[src/rtl/conv_pkg.sv]
// Shared definitions for the convolution accelerator input side:
// default geometry, derived address widths and the loader state type.
package conv_pkg;

  localparam int INW_DEF  = 12;
  localparam int R_DEF    = 16;
  localparam int C_DEF    = 17;
  localparam int MAXK_DEF = 4;

  localparam int X_ADDR_BITS = $clog2(R_DEF * C_DEF);
  localparam int W_ADDR_BITS = $clog2(MAXK_DEF * MAXK_DEF);
  localparam int K_BITS      = $clog2(MAXK_DEF + 1);

  typedef enum logic [1:0] {
    IDLE   = 2'd0,
    LOAD_W = 2'd1,
    LOAD_X = 2'd2,
    DONE   = 2'd3
  } load_state_t;

endpackage

[src/rtl/memory_dual_port.sv]
// Simple dual-port RAM: one synchronous write port, one read port with a
// single cycle of registered read latency. Contents are never reset.
module memory_dual_port #(
  parameter int WIDTH     = 12,
  parameter int SIZE      = 16,
  parameter int ADDR_BITS = $clog2(SIZE)
) (
  input  logic                 clk,
  input  logic                 write_enable,
  input  logic [ADDR_BITS-1:0] write_addr,
  input  logic [WIDTH-1:0]     write_data,
  input  logic [ADDR_BITS-1:0] read_addr,
  output logic [WIDTH-1:0]     read_data
);

  logic [WIDTH-1:0] mem [SIZE];

  // Write on the clock edge when enabled; read data is registered.
  always_ff @(posedge clk) begin
    if (write_enable) begin
      mem[write_addr] <= write_data;
    end
    read_data <= mem[read_addr];
  end

endmodule

[src/rtl/input_mems_loader.sv]
// AXI-Stream sink that fills the kernel (W) and image (X) operand memories
// for the convolution core, then holds them until the core releases them.
module input_mems_loader
  import conv_pkg::*;
#(
  parameter  int INW         = INW_DEF,
  parameter  int R           = R_DEF,
  parameter  int C           = C_DEF,
  parameter  int MAXK        = MAXK_DEF,
  localparam int X_ADDR_BITS = $clog2(R * C),
  localparam int W_ADDR_BITS = $clog2(MAXK * MAXK),
  localparam int K_BITS      = $clog2(MAXK + 1)
) (
  input  logic                   clk,
  input  logic                   reset,
  input  logic [INW-1:0]         INPUT_TDATA,
  input  logic                   INPUT_TVALID,
  input  logic [K_BITS:0]        INPUT_TUSER,
  output logic                   INPUT_TREADY,
  output logic                   inputs_loaded,
  input  logic                   compute_finished,
  output logic [K_BITS-1:0]      K,
  input  logic [X_ADDR_BITS-1:0] X_read_addr,
  output logic [INW-1:0]         X_data,
  input  logic [W_ADDR_BITS-1:0] W_read_addr,
  output logic [INW-1:0]         W_data
);

  localparam logic [X_ADDR_BITS-1:0] X_LAST = X_ADDR_BITS'(R * C - 1);

  // A kernel size of 0 or above MAXK is treated as the largest kernel.
  function automatic logic [K_BITS-1:0] sat_k(input logic [K_BITS-1:0] k_in);
    if (k_in == '0 || k_in > K_BITS'(MAXK)) begin
      return K_BITS'(MAXK);
    end
    return k_in;
  endfunction

  // Index of the last kernel element for a KxK kernel.
  function automatic logic [W_ADDR_BITS-1:0] w_last_idx(input logic [K_BITS-1:0] k_in);
    int sq;
    sq = int'(k_in) * int'(k_in) - 1;
    return W_ADDR_BITS'(sq);
  endfunction

  load_state_t             state, state_n;
  logic [X_ADDR_BITS-1:0]  xcnt, xcnt_n;
  logic [W_ADDR_BITS-1:0]  wcnt, wcnt_n;
  logic [K_BITS-1:0]       k_reg, k_n;
  logic                    accept;
  logic                    x_we, w_we;
  logic [X_ADDR_BITS-1:0]  x_waddr;
  logic [W_ADDR_BITS-1:0]  w_waddr;
  logic [K_BITS-1:0]       k_field;

  assign INPUT_TREADY  = (state != DONE);
  assign inputs_loaded = (state == DONE);
  assign K             = k_reg;
  assign accept        = INPUT_TVALID && INPUT_TREADY;
  assign k_field       = INPUT_TUSER[K_BITS:1];

  // Control registers: state, write counters and the latched kernel size.
  always_ff @(posedge clk) begin
    if (reset) begin
      state <= IDLE;
      xcnt  <= '0;
      wcnt  <= '0;
      k_reg <= '0;
    end else begin
      state <= state_n;
      xcnt  <= xcnt_n;
      wcnt  <= wcnt_n;
      k_reg <= k_n;
    end
  end

  // Next-state, counter and memory-write decode for each accepted beat.
  always_comb begin
    state_n = state;
    xcnt_n  = xcnt;
    wcnt_n  = wcnt;
    k_n     = k_reg;
    x_we    = 1'b0;
    w_we    = 1'b0;
    x_waddr = xcnt;
    w_waddr = wcnt;
    unique case (state)
      IDLE: begin
        if (accept) begin
          if (INPUT_TUSER[0]) begin
            k_n     = sat_k(k_field);
            w_we    = 1'b1;
            w_waddr = '0;
            if (sat_k(k_field) == K_BITS'(1)) begin
              xcnt_n  = '0;
              state_n = LOAD_X;
            end else begin
              wcnt_n  = W_ADDR_BITS'(1);
              state_n = LOAD_W;
            end
          end else begin
            x_we    = 1'b1;
            x_waddr = '0;
            xcnt_n  = X_ADDR_BITS'(1);
            state_n = LOAD_X;
          end
        end
      end
      LOAD_W: begin
        if (accept) begin
          w_we = 1'b1;
          if (wcnt == w_last_idx(k_reg)) begin
            wcnt_n  = '0;
            xcnt_n  = '0;
            state_n = LOAD_X;
          end else begin
            wcnt_n = wcnt + 1'b1;
          end
        end
      end
      LOAD_X: begin
        if (accept) begin
          x_we = 1'b1;
          if (xcnt == X_LAST) begin
            state_n = DONE;
          end else begin
            xcnt_n = xcnt + 1'b1;
          end
        end
      end
      DONE: begin
        if (compute_finished) begin
          xcnt_n  = '0;
          wcnt_n  = '0;
          state_n = IDLE;
        end
      end
      default: state_n = IDLE;
    endcase
  end

  memory_dual_port #(
    .WIDTH     (INW),
    .SIZE      (R * C),
    .ADDR_BITS (X_ADDR_BITS)
  ) u_x_mem (
    .clk          (clk),
    .write_enable (x_we),
    .write_addr   (x_waddr),
    .write_data   (INPUT_TDATA),
    .read_addr    (X_read_addr),
    .read_data    (X_data)
  );

  memory_dual_port #(
    .WIDTH     (INW),
    .SIZE      (MAXK * MAXK),
    .ADDR_BITS (W_ADDR_BITS)
  ) u_w_mem (
    .clk          (clk),
    .write_enable (w_we),
    .write_addr   (w_waddr),
    .write_data   (INPUT_TDATA),
    .read_addr    (W_read_addr),
    .read_data    (W_data)
  );

endmodule

[config.mk]
export PLATFORM = sky130hd
export DESIGN_NAME = input_mems_loader
export DESIGN_NICKNAME = d
export VERILOG_FILES = /design/src/rtl/conv_pkg.sv /design/src/rtl/memory_dual_port.sv /design/src/rtl/input_mems_loader.sv
export SDC_FILE = /design/constraint.sdc
export NUM_CORES = 2
export LEC_CHECK = 0
export CAP_MARGIN = 15
export CORE_ASPECT_RATIO = 2
export CORE_MARGIN = 1
export CORE_UTILIZATION = 26
export CTS_BUF_LIST = sky130_fd_sc_hd__clkbuf_8
export CTS_CLUSTER_DIAMETER = 150
export DETAILED_ROUTE_END_ITERATION = 10
export SLEW_MARGIN = 20
export SYNTH_ARGS = -nofsm -noshare
export SYNTH_HDL_FRONTEND = slang
export SYNTH_SLANG_ARGS = --single-unit
[constraint.sdc]
create_clock -name clk -period 6 [get_ports clk]
set_input_delay 1.8 -clock clk [delete_from_list [all_inputs] [get_ports clk]]
set_output_delay 1.8 -clock clk [all_outputs]
set_load 0.005 [all_outputs]
After elaboration in Yosys (flattened, before gate mapping)
Memory sizes are Yosys's and may differ from the RTL's. A register that Yosys moved wholly into a read port is not among the register bits.
Index checks and enable logic that the tools add are counted.
- bits of input ports: 33
- bits in registers: 18
- word-level logic and storage cells: 88
- output and inout port bits: 29
- memories kept: 2
- memory bits (writable): 3456
- add/subtract/negate cells: 3
- equality and inequality tests: 17
- multiplexer cells: 51
- multipliers: 1
- reductions and logical operators: 9
- $lt $le $gt $ge: 1
- memory list (name ; depth ; width ; rd ports ; clocked after Yosys merged registers in ; wr ports ; line ; source):
    u_x_mem.mem ; 272 ; 12 ; 1 ; 1 ; 1 ; memory_dual_port.sv:16 ; logic [WIDTH-1:0] mem [SIZE];
    u_w_mem.mem ; 16 ; 12 ; 1 ; 1 ; 1 ; memory_dual_port.sv:16 ;
- operators by type and width (kind ; count):
    $mux 9 ; 11
    $mux 4 ; 9
    $pmux 9 s4 ; 1
    $ne 2x2->1 const B ; 9
    $mux 2 ; 8
    $mux 3 ; 5
    $mux 1 ; 13
    $pmux 4 s3 ; 1
    $reduce_and 6->1 ; 2
    $add 9x1->9 const B ; 1
    $eq 9x9->1 const B ; 1
    $pmux 2 s4 ; 1
    $reduce_and 7->1 ; 1
    $add 4x1->4 const B ; 1
    $eq 2x2->1 const B ; 2
    $eq 4x4->1 ; 1
    $mul 3x3->4 ; 1
    $pmux 1 s2 ; 2
    $sub 4x1->4 const B ; 1
    $eq 3x1->1 const B ; 1
    $gt 3x3->1 const B ; 1
    $logic_not 3->1 ; 1
    $ne 3x3->1 const B ; 1
    $reduce_and 3->1 ; 1
    other kinds (6) ; 6

Longest topological paths before layout
- word-level depth: 15
- mapped depth: 13
- mapped depth without buffers: 9

Cells and area by module
A second synthesis with hierarchy kept.
- cells, all modules: 6223
- area total of the unflattened synthesis: 134744.2 um2
- by module, submodules not included (module ; instances ; cells an instance ; sequential area each (um2) ; area each (um2)):
    memory_dual_port (u_x_mem) ; 1 ; 5726 ; 98254.2 ; 125831.9
    memory_dual_port (u_w_mem) ; 1 ; 329 ; 6005.8 ; 7599.8
    input_mems_loader ; 1 ; 168 ; 360.3 ; 1312.5

Worst setup path after synthesis
Ideal clock, no wire load.
- path kind: input port to flip-flop
- start: input port INPUT_TVALID
- end: memory u_w_mem.mem[3][0], enable pin
- stages on the path: 5
- slack: 1733 ps
- setup time: 417 ps
- arrival: 3850 ps
- path through: nor2b_1 clkbuf_1 nand3_1 clkbuf_1 nor4b_1
- cells in the longest elaborated chain, start to end: 5
- elaborated cells on any way between the ends: 8
- RTL lines (item ; line ; source):
    start, declared ; input_mems_loader.sv:17 ; input logic INPUT_TVALID,
    $logic_and 1x1->1 * ; input_mems_loader.sv:59 ; assign accept = INPUT_TVALID && INPUT_TREADY;
    $mux 1, on equally long branches ; input_mems_loader.sv:110, input_mems_loader.sv:89 ;
    $pmux 1 s2 ; input_mems_loader.sv:87 ; unique case (state)
    $mux 1 ; memory_dual_port.sv:20 ; if (write_enable) begin
    $mux 1 (not written as such) ; memory_dual_port.sv:21 ; mem[write_addr] <= write_data;
    end, declared ; memory_dual_port.sv:16 ;
Mark *: on every way between the ends. The rest lies on a longest branch, timed or not.

==> results.toml <==
[synthesis]
synth_compound_area_frac = 0.02911
synthCells = 6306
synth-seq-cells = 3498
synthArstFlopShare = 0
synth_top_area_share = 0.7689
synth-adder-area-share = 0.0007416
yosysTopAreaCell = "edfxtp_1"
ys_types = 67
synth-xor-area-share = 0.0004542
seq_area_frac_synth = 0.7751
synth_nets = 6347
syn_area_um2 = 135000
ys_top_cells_by_area = "edfxtp_1 (77%), mux4_2 (13%), mux2i_1 (2.6%)"
synthFlopType = "edfxtp_1"
yosys.area_share.simple = 0.02393
synthMuxAreaShare = 0.1536
synth_top_family_by_area = "multiplexers"
yosys_warnings = 0
synth_edf_count = 3456
synth_area_per_cell_um2 = 21.40

[route]
first_pass_iters = 6
vias = 68470
viasPerCell = 4.829
drc = 0
wirelength_um = 411700
drtIter0Drc = 6874
ant_nets = 0
wl_per_cell_um = 29.04

[placed_design]
place.gp.congestion = 0.9094
port-buffer-count = 61
place_hpwl_um = 277000

[global_route]
grt.overflow.total = 0
grt_pass1_vias = 72343
grt_use_total = 0.1537
grt_max_degree = 132
antenna_found_initial = 21
grt_first_pass_wirelength_um = 567600

[worst_setup_path]
worst-setup-path-type = "primary input to register"
cpPeakStageDelay_ns = 0.84
worstPathArrival_ns = 5.72
critPathTopFamily = "compound AO/OA/AOI/OAI gates"
startpoint_type = "primary input"
path_cells = "buf_12 -> buf_12 -> buf_12 -> mux4_2 -> a21oi_1 -> o211ai_1 -> a21oi_1 -> a211oi_1 -> a32o_1"
crit_required_ns = 6.99
crit_slowest_cell = "a21oi_1"
path_max_fanout = 55
crit_top_cell = "buf_12"
crit_buf_inv = 3
crit_path_end_kind = "register"

[final_layout]
fin_util = 0.3019
area_growth_pct = 15.44
final_layout_size_suffix_gt1_frac = 0.2743
nNetsFinal = 7104
fillers = 49740

[power]
power.leakage_nw = 48.77
ir_drop_mv = 0.1608
seqPwrFrac = 0.574
p_comb_frac = 0.065
p_sw_frac = 0.2366
clock_power_share = 0.362
p_int_w = 0.03590
powerDensity_nw_per_um2 = 301.8
p_sw_w = 0.01113

[clock_tree]
clkTransAtPathRegs_ns = 0.08
clk_path_buf_depth = 4
cts_buffers = 432
htreeDepth = 5
cts_num_sinks = 3498
clk_latency_ns = 1.11
post_cts_resize_count = 0
cts_root_buffer = "clkbuf_8"
post_cts_buffers = 0
cts_tree = "built"
hold_buffers = 0

[timing]
finalHoldViolCount = 0
finClkSkew_ns = 0.1356
whs_ns = 0.5517
setup-violations-final = 0
fin_setup_tns_ns = 0
rsz0062_at_grt = "false"
maxSlewViolCount = 0
slew_headroom = 0.1415
max_freq_ghz = 0.2114
worst_pin_slew_ns = 1.288
period_share = 0.7884
min_period_ns = 4.731

[floorplan]
die-area_um2 = 522200
die_w_um = 511.5
die_h_um = 1021
initial_core_util = 0.2615
core_area_um2 = 516200
ios = 62
num_rows = 373

[run_status]
status = "completed"

[flow_run]
max_cap_violations = 0

[worst_hold_path]
hp-class = "register to register"
[through the flow]
step | cells | total power, W | instance area [um2] | worst slack [ns]
after global routing | 14175 | 0.04828 | 155800 | 1.275
after detailed placement | 13378 | 0.03056 | 147400 | 0.3403
after global placement | 13378 | 0.03050 | 147400 | 0.3761
after CTS | 14171 | 0.04732 | 155800 | 1.496
final | 14179 | 0.04703 | 155800 | 1.269
after floorplan | 6306 | 0.02891 | 135000 | 1.733
[cells in the mapped netlist (7+ instances only)]
master,n
a211o_1,8
a211oi_1,35
a21oi_1,108
a221oi_1,11
a22o_1,11
a22oi_1,35
a311oi_1,15
a31oi_1,10
and3_1,22
buf_1,28
buf_2,89
buf_4,38
buf_6,52
buf_8,14
clkbuf_1,146
dfxtp_1,42
edfxtp_1,3456
ha_1,8
inv_1,10
mux2i_1,355
mux4_2,762
nand2_1,165
nand3_1,42
nor2_1,321
nor2b_1,15
nor3_1,105
nor3b_1,8
nor4_1,25
o211ai_1,7
o21ai_0,16
o221ai_1,96
o22ai_1,157
o31ai_1,10
o41ai_2,9
[power by group through the flow]
stage / clock network (W) / registers, W / logic [W]
CTS: 0.0173 / 0.0270 / 0.00306
detailed placement: 0 / 0.0275 / 0.00305
global placement: 0 / 0.0275 / 0.00299
finish: 0.0170 / 0.0270 / 0.00305
global route: 0.0182 / 0.0270 / 0.00313
floorplan: 0 / 0.0275 / 0.00145
[layout make-up]
type                       count  area [um2]  area share
sequential                  3498      104600      0.6714
clock inverter               349        2296     0.01473
timing repair buffer         694        6053     0.03885
tap                         6750        8446     0.05420
inverter                      14       62.56   0.0004015
multi-input combinational   2423       28220      0.1811
clock buffer                 444        6111     0.03922
antenna                        7       17.52   0.0001124
[path summary, 6_finish.rpt]
path                               end  slack [ns]  depth (start not counted)           start
setup / recovery  u_x_mem.read_data[5]        1.27                          9  X_read_addr[0]
hold / removal                state[1]        0.55                          2        state[1]
setup reg to reg   u_x_mem.mem[188][4]        2.17                         10        state[1]
hold reg to reg               state[1]        0.55                          2        state[1]
[placed cells by master, fill, tap and decap left out, types with 9 or more instances in the layout]
cell type | netlist | final
nor4_1 | 25 | 23
buf_12 | 4 | 51
a31oi_1 | 10 | 10
clkdlybuf4s50_1 | 0 | 41
nand2_2 | 0 | 10
clkinvlp_4 | 0 | 14
o21ai_0 | 16 | 15
clkinv_1 | 3 | 118
a22oi_1 | 35 | 35
clkbuf_8 | 0 | 444
bufinv_16 | 0 | 23
clkinv_2 | 0 | 67
a21oi_1 | 108 | 107
dfxtp_1 | 42 | 42
mux2i_1 | 355 | 355
buf_8 | 14 | 15
nor3_1 | 105 | 100
nand3_1 | 42 | 42
and3_1 | 22 | 22
a311oi_1 | 15 | 15
mux4_2 | 762 | 762
o221ai_1 | 96 | 96
edfxtp_1 | 3456 | 3456
nor2b_1 | 15 | 14
o22ai_1 | 157 | 157
nand2_1 | 165 | 153
o41ai_2 | 9 | 9
nor2_1 | 321 | 316
a221oi_1 | 11 | 11
a211oi_1 | 35 | 35
a22o_1 | 11 | 11
inv_1 | 10 | 114
buf_4 | 38 | 583
[layer usage]
metal	vias up	GRT usage	part of all wire
li1	28031	-	-
met1	36567	0.1440	0.31
met2	2857	0.2871	0.54
met3	1005	0.02067	0.049
met4	10	0.1428	0.11
met5	-	0	0.00018
[kinds of logic (layout without fill, tap and decap cells)]
group           count (synthesis)  after routing
simple gates                  735            735
xor+xnor                        7              7
flops                        3498           3498
other cells                     0              7
compound gates                555            555
mux                          1118           1118
buf+inv                       385           1501
fa+ha+maj                       8              8
[worst register-to-register path: cells and delay by family (launching register included)]
| family | cells | cell delay (ns) |
|---|---|---|
| fa+ha+maj | 1 | 0.32 |
| buf+inv | 3 | 0.61 |
| flops | 1 | 0.42 |
| simple gates | 6 | 2.13 |
[state kept, by name (all words and copies together) (netlist names)]
| signal | count |
|---|---|
| xcnt | 9 |
| K | 3 |
| u_x_mem.read_data | 12 |
| u_w_mem.mem | 192 |
| wcnt | 4 |
| u_w_mem.read_data | 12 |
| state | 2 |
| u_x_mem.mem | 3264 |
(Power assumes the default switching activity.)
